## src/rtl/led_display_package.sv

```systemverilog
// Shared constants and types for the LED panel capture blocks.
//   DEFAULT_NUM_COLS / DEFAULT_NUM_ROWS : default panel geometry
//   err_flags_t                         : sticky error flags (length, overflow, blank)
package led_display_package;

   localparam int unsigned DEFAULT_NUM_COLS = 64;
   localparam int unsigned DEFAULT_NUM_ROWS = 32;

   typedef struct packed {
      logic len;
      logic ovf;
      logic blank;
   } err_flags_t;

endpackage

```

## src/rtl/sync_edge_det.sv

```systemverilog
// Two-flop synchroniser with registered rising-edge detection.
//   clk, n_reset : system clock, synchronous active-low reset
//   d_in         : asynchronous inputs
//   det_o        : per bit, a one-cycle rising-edge pulse, or (where LEVEL_MASK
//                  is set) the synchronised level aligned with those pulses
module sync_edge_det #(
   parameter int unsigned      WIDTH      = 1,
   parameter logic [WIDTH-1:0] LEVEL_MASK = '0
) (
   input  logic             clk,
   input  logic             n_reset,
   input  logic [WIDTH-1:0] d_in,
   output logic [WIDTH-1:0] det_o
);

   logic [WIDTH-1:0] meta_q, meta_d;
   logic [WIDTH-1:0] sync_q, sync_d;
   logic [WIDTH-1:0] dly_q, dly_d;
   logic [WIDTH-1:0] rise_q, rise_d;

   always_comb begin
      meta_d = d_in;
      sync_d = meta_q;
      dly_d  = sync_q;
      rise_d = sync_q & ~dly_q;
   end

   always_ff @(posedge clk) begin
      if (!n_reset) begin
         meta_q <= '0;
         sync_q <= '0;
         dly_q  <= '0;
         rise_q <= '0;
      end else begin
         meta_q <= meta_d;
         sync_q <= sync_d;
         dly_q  <= dly_d;
         rise_q <= rise_d;
      end
   end

   // dly_q holds the synchronised level that rise_q was computed from, so a
   // level bit and a pulse bit sampled together describe the same instant.
   assign det_o = (LEVEL_MASK & dly_q) | (~LEVEL_MASK & rise_q);

endmodule

```

## src/rtl/panel_row_capture.sv

```systemverilog
// Captures one LED-panel row from the shift/latch interface into parallel form.
//   clk, n_reset        : system clock, synchronous active-low reset
//   bclk, le_in, oe_in  : panel shift clock, latch enable, active-low output enable
//   rgb_top, rgb_bot    : per-chain {b,g,r} serial data
//   addr_in             : row address
//   row_top, row_bot    : captured row, field (chain*3+colour), column 0 at field MSB
//   row_addr, row_first : address of captured row, address is zero
//   row_valid/row_ready : output handshake
//   err_len/ovf/blank   : sticky errors; row_count: accepted rows; clr_status clears both
module panel_row_capture
   import led_display_package::*;
#(
   parameter int unsigned NUM_COLS   = DEFAULT_NUM_COLS,
   parameter int unsigned NUM_ROWS   = DEFAULT_NUM_ROWS,
   parameter int unsigned NUM_CHAINS = 1,
   parameter int unsigned ADDR_W     = $clog2(NUM_ROWS / 2)
) (
   input  logic                             clk,
   input  logic                             n_reset,
   input  logic                             bclk,
   input  logic [3*NUM_CHAINS-1:0]          rgb_top,
   input  logic [3*NUM_CHAINS-1:0]          rgb_bot,
   input  logic [ADDR_W-1:0]                addr_in,
   input  logic                             oe_in,
   input  logic                             le_in,
   output logic [3*NUM_COLS*NUM_CHAINS-1:0] row_top,
   output logic [3*NUM_COLS*NUM_CHAINS-1:0] row_bot,
   output logic [ADDR_W-1:0]                row_addr,
   output logic                             row_first,
   output logic                             row_valid,
   input  logic                             row_ready,
   output logic                             err_len,
   output logic                             err_ovf,
   output logic                             err_blank,
   output logic [15:0]                      row_count,
   input  logic                             clr_status
);

   localparam int unsigned NF    = 3 * NUM_CHAINS;
   localparam int unsigned ROW_W = NF * NUM_COLS;
   localparam int unsigned CNT_W = $clog2(NUM_COLS + 2);
   localparam logic [CNT_W-1:0] CNT_FULL = CNT_W'(NUM_COLS);
   localparam logic [CNT_W-1:0] CNT_SAT  = CNT_W'(NUM_COLS + 1);

   logic [2:0] ctl_det;
   logic       bclk_rise, le_rise, oe_low;

   logic [NF-1:0]     top_meta_q, top_meta_d, top_sync_q, top_sync_d;
   logic [NF-1:0]     bot_meta_q, bot_meta_d, bot_sync_q, bot_sync_d;
   logic [ADDR_W-1:0] addr_meta_q, addr_meta_d, addr_sync_q, addr_sync_d;
   logic [ROW_W-1:0]  sh_top_q, sh_top_d, sh_bot_q, sh_bot_d;
   logic [ROW_W-1:0]  row_top_q, row_top_d, row_bot_q, row_bot_d;
   logic [CNT_W-1:0]  col_cnt_q, col_cnt_d;
   logic [ADDR_W-1:0] row_addr_q, row_addr_d;
   logic              row_first_q, row_first_d;
   logic              row_valid_q, row_valid_d;
   logic [15:0]       row_count_q, row_count_d;
   err_flags_t        err_q, err_d;

   logic [CNT_W-1:0]  col_next;
   logic              handshake;

   // bclk and le_in are edge-detected; oe_in is only needed as a level.
   sync_edge_det #(
      .WIDTH     (3),
      .LEVEL_MASK(3'b100)
   ) u_ctl_sync (
      .clk    (clk),
      .n_reset(n_reset),
      .d_in   ({oe_in, le_in, bclk}),
      .det_o  (ctl_det)
   );

   assign bclk_rise = ctl_det[0];
   assign le_rise   = ctl_det[1];
   assign oe_low    = ~ctl_det[2];

   always_comb begin
      top_meta_d  = rgb_top;
      bot_meta_d  = rgb_bot;
      addr_meta_d = addr_in;
      top_sync_d  = top_meta_q;
      bot_sync_d  = bot_meta_q;
      addr_sync_d = addr_meta_q;

      sh_top_d    = sh_top_q;
      sh_bot_d    = sh_bot_q;
      col_next    = col_cnt_q;
      row_top_d   = row_top_q;
      row_bot_d   = row_bot_q;
      row_addr_d  = row_addr_q;
      row_first_d = row_first_q;

      handshake   = row_valid_q & row_ready;
      row_valid_d = row_valid_q & ~handshake;

      // Clearing is applied first so same-cycle events still land.
      err_d       = clr_status ? '0 : err_q;
      row_count_d = clr_status ? '0 : row_count_q;

      if (bclk_rise) begin
         for (int unsigned f = 0; f < NF; f++) begin
            sh_top_d[f*NUM_COLS +: NUM_COLS] = {sh_top_q[f*NUM_COLS +: NUM_COLS-1], top_sync_q[f]};
            sh_bot_d[f*NUM_COLS +: NUM_COLS] = {sh_bot_q[f*NUM_COLS +: NUM_COLS-1], bot_sync_q[f]};
         end
         if (col_cnt_q != CNT_SAT) begin
            col_next = col_cnt_q + 1'b1;
         end
      end

      col_cnt_d = col_next;

      // Acceptance looks at the post-shift count and data, so a coincident
      // final bclk edge still completes the row.
      if (le_rise) begin
         col_cnt_d = '0;
         if (oe_low) begin
            err_d.blank = 1'b1;
         end
         if (col_next == CNT_FULL) begin
            if (row_valid_q && !handshake) begin
               err_d.ovf = 1'b1;
            end else begin
               row_top_d   = sh_top_d;
               row_bot_d   = sh_bot_d;
               row_addr_d  = addr_sync_q;
               row_first_d = (addr_sync_q == '0);
               row_valid_d = 1'b1;
               row_count_d = row_count_d + 16'd1;
            end
         end else begin
            err_d.len = 1'b1;
         end
      end
   end

   always_ff @(posedge clk) begin
      if (!n_reset) begin
         top_meta_q  <= '0;
         bot_meta_q  <= '0;
         addr_meta_q <= '0;
         top_sync_q  <= '0;
         bot_sync_q  <= '0;
         addr_sync_q <= '0;
         sh_top_q    <= '0;
         sh_bot_q    <= '0;
         col_cnt_q   <= '0;
         row_top_q   <= '0;
         row_bot_q   <= '0;
         row_addr_q  <= '0;
         row_first_q <= 1'b0;
         row_valid_q <= 1'b0;
         row_count_q <= '0;
         err_q       <= '0;
      end else begin
         top_meta_q  <= top_meta_d;
         bot_meta_q  <= bot_meta_d;
         addr_meta_q <= addr_meta_d;
         top_sync_q  <= top_sync_d;
         bot_sync_q  <= bot_sync_d;
         addr_sync_q <= addr_sync_d;
         sh_top_q    <= sh_top_d;
         sh_bot_q    <= sh_bot_d;
         col_cnt_q   <= col_cnt_d;
         row_top_q   <= row_top_d;
         row_bot_q   <= row_bot_d;
         row_addr_q  <= row_addr_d;
         row_first_q <= row_first_d;
         row_valid_q <= row_valid_d;
         row_count_q <= row_count_d;
         err_q       <= err_d;
      end
   end

   assign row_top   = row_top_q;
   assign row_bot   = row_bot_q;
   assign row_addr  = row_addr_q;
   assign row_first = row_first_q;
   assign row_valid = row_valid_q;
   assign row_count = row_count_q;
   assign err_len   = err_q.len;
   assign err_ovf   = err_q.ovf;
   assign err_blank = err_q.blank;

endmodule

```

## config.mk

```make
export PLATFORM = sky130hd
export DESIGN_NAME = panel_row_capture
export DESIGN_NICKNAME = d
export VERILOG_FILES = /design/src/rtl/led_display_package.sv /design/src/rtl/sync_edge_det.sv /design/src/rtl/panel_row_capture.sv
export SDC_FILE = /design/constraint.sdc
export NUM_CORES = 1
export LEC_CHECK = 0
export ABC_AREA = 1
export CAP_MARGIN = 0
export CORE_MARGIN = 4
export CORE_UTILIZATION = 53
export DETAILED_ROUTE_END_ITERATION = 12
export PLACE_DENSITY = 0.84
export SETUP_SLACK_MARGIN = 0.15
export SLEW_MARGIN = 10
export SYNTH_ARGS = -nofsm -noshare
export SYNTH_HDL_FRONTEND = slang
export SYNTH_SLANG_ARGS = --single-unit
export TNS_END_PERCENT = 30
```

## constraint.sdc

```tcl
create_clock -name clk -period 6.3 [get_ports clk]
set_input_delay 1.89 -clock clk [delete_from_list [all_inputs] [get_ports clk]]
set_output_delay 1.89 -clock clk [all_outputs]
set_load 0.01 [all_outputs]
```

==> flow_summary.yaml <==
run_status:
  status: "completed"
clock_network:
  clockRootBuffer: "clkbuf_16"
  path_clk_slew_ns: 0.06
  post-cts-setup-buffers: 0
  cts_resized: 0
  ctsHoldBuffers: 0
  cts_buffers: 84
  clkSinkCount: 831
  cts_max_level: 3
  clk_latency_ns: 0.61
  cts_buffer_depth: 3
  cts_tree: "yes"
routing:
  drtPass1Iterations: 6
  final_antenna_net_count: 0
  drc_errors: 0
  routedWlPerCell_um: 13.30
  drt_iter0_markers: 1499
  avgViaCountPerCell: 4.619
  totalWireLength_um: 75210
  num_vias: 26117
placement:
  port-buffer-count: 425
  place_hpwl_um: 47490
  globalplace.congestion: 0.8618
  dp_slack_ns: 1.317
  placed_cells_incl_taps: 5505
grt:
  met2_usage: 0.3727
  top_usage_layer: "met2"
  met3_usage: 0.04173
  antenna_found_initial: 1
  grt_use_met1: 0.2813
  grt_pass1_vias: 25023
  grt_max_degree: 164
  track_usage: 0.2211
  gr-total-overflow: 0
  grt_pass1_wl_um: 123600
layout:
  area_growth_pct: 22.48
  antenna_cells: 0
  post-route-util: 0.6545
  stdcell_count: 5654
  layout-drive-gt1-share: 0.03633
  multiInputGateArea_um2: 12140
  seqCellArea_um2: 16640
  fill_cells: 4900
  fin_nets: 4774
critical_path:
  path_cells: "clkdlybuf4s50_1 > nor2_1 > nor2_1 > nand3_4 > buf_4 > buf_4 > nand2_1 > inv_1 > nor2_1"
  cp_num_buf_inv: 4
  critPathLaunchType: "input pin"
  path_common_cell: "nor2_1"
  criticalPathCategory: "input pin to register"
  cpPeakStageDelay_ns: 0.68
  critPathArrivalTime_ns: 4.92
  slowest_stage: "buf_4"
  crit_family: "buffers and inverters"
  cp-end-kind: "register"
  crit_path_max_fanout: 68
  crit_required_ns: 6.81
synth:
  ys_top_cells_by_area: "dfxtp_1 51%, nand2_1 15%, mux2i_1 12%"
  synth.avg_cell_area_um2: 7.410
  ys_types: 25
  ys_seq_area_frac: 0.5054
  syn_area_um2: 32910
  synth_top_area_cell: "dfxtp_1"
  syn_nets: 4462
  yosysWarnings: 0
  ys_seq_elements: 831
  yosysTopAreaCellShare: 0.5054
  syn_inst: 4442
job:
  cap_viol_max_count: 0
timing:
  grt_setup_unrepaired: "no"
  fin_setup_tns_ns: 0
  finalHoldViolations: 0
  final.min_clock_period_ns: 4.413
  worst_slew_margin_rel: 0.2732
  maxSlewViolCount: 0
  max_freq_ghz: 0.2266
  fin_ws_ns: 1.887
  setup_violations: 0
  worst_pin_slew_ns: 1.090
  clock_skew_ns: 0.01706
  period_share: 0.7004
power:
  internal_power_w: 0.008247
  peakVddDrop_v: 0.0001882
  p_leak_nw: 17.25
  seqPwrFrac: 0.503
  combPwrFrac: 0.023
  swShare: 0.2125
  p_per_area_nw_per_um2: 259.8
  total_power_w: 0.01047
  p_sw_w: 0.002225
  p_clk_frac: 0.474
floorplan:
  die_area_um2: 66150
  rows: 91
  die_h_um: 257.2
  coreArea_um2: 61600
  dieWidth_um: 257.2
  io_pins: 426
  start_util: 0.5343
hold_path:
  hold_class: "register to register"
==> power by group through the flow <==
stage	clock network, W	logic [W]	registers [W]
final	0.00497	0.000236	0.00527
after CTS	0.00507	0.000236	0.00527
after global routing	0.00529	0.000262	0.00527
after global placement	0	0.000233	0.00539
after detailed placement	0	0.000234	0.00539
after floorplan	0	0.000185	0.00538
==> final cells by class <==
type                       count  share of cell area
clock inverter                33            0.007945
tap                          837             0.02598
clock buffer                 116             0.06111
sequential                   831              0.4128
inverter                     835             0.07812
multi-input combinational   2551              0.3011
timing repair buffer         451              0.1130
==> synthesized netlist by cell type <==
cell type / count
inv_2: 2
nor2_1: 830
nand3_2: 1
nor4_1: 3
nor2_2: 2
o21bai_1: 1
mux2i_1: 384
or2_2: 1
dfxtp_1: 831
nand4_1: 14
buf_4: 1
clkbuf_1: 82
nand3_1: 16
nand3b_1: 3
nor3_1: 6
buf_2: 65
buf_6: 11
inv_1: 832
o21a_1: 1
buf_1: 66
a21oi_1: 12
ha_1: 3
nand2_1: 1272
xnor2_1: 2
clkinv_1: 1
==> per-stage QoR <==
step | area (um2) | hold slack [ns]
floorplan | 32910 | 0.3682
global placement | 37530 | 0.3624
detailed placement | 37530 | 0.3652
CTS | 40310 | 0.3740
global route | 40310 | 0.3786
finish | 40310 | 0.3724
==> state kept, by name (all words and copies together), names as in the netlist, 4 cells and up <==
| name | flops |
|---|---|
| row_count | 16 |
| row_addr | 4 |
| col_cnt_q | 7 |
| addr_meta_q | 4 |
| addr_sync_q | 4 |
| row_bot | 192 |
| sh_bot_q | 192 |
| row_top | 192 |
| sh_top_q | 192 |
==> cells in the final DEF, fill, tap and decap left out, types with 12 or more instances in the layout <==
cell type,count
nand2_1,1272
inv_1,832
nor2_1,830
dfxtp_1,830
clkdlybuf4s50_1,424
mux2i_1,384
clkbuf_16,85
clkbuf_8,22
buf_4,18
clkinv_2,17
nand3_1,16
nand4_1,14
a21oi_1,12
==> layer usage <==
layer | routed length [um] | vias to the layer above
li1 | - | 13551
met1 | 32940 | 11808
met2 | 35440 | 602
met3 | 4125 | 156
met4 | 2703 | 0
met5 | 0 | -
==> logic make-up (layout without fill, tap and decap cells) <==
logic type	count (synthesis)	count (layout)	synth area share
adders and majority gates	3	3	0.001141
and+or+nand+nor	2148	2148	0.2479
DFF	831	831	0.5054
buffers and inverters	1060	1435	0.1260
muxes	384	384	0.1168
AOI/OAI and AO/OA	14	14	0.002281
xor gates and xnor gates	2	2	0.0005323
==> worst paths after layout <==
kind | slack [ns] | end | cells past startpoint | start
worst max-delay path | 1.89 | row_bot[22] | 9 | row_ready
worst max register to register | 2.77 | row_top[32] | 12 | u_ctl_sync.rise_q[0]
worst min-delay path | 0.37 | u_ctl_sync.rise_q[0] | 1 | u_ctl_sync.dly_q[0]
worst min register to register | 0.37 | u_ctl_sync.rise_q[0] | 1 | u_ctl_sync.dly_q[0]
(Power assumes the default switching activity.)
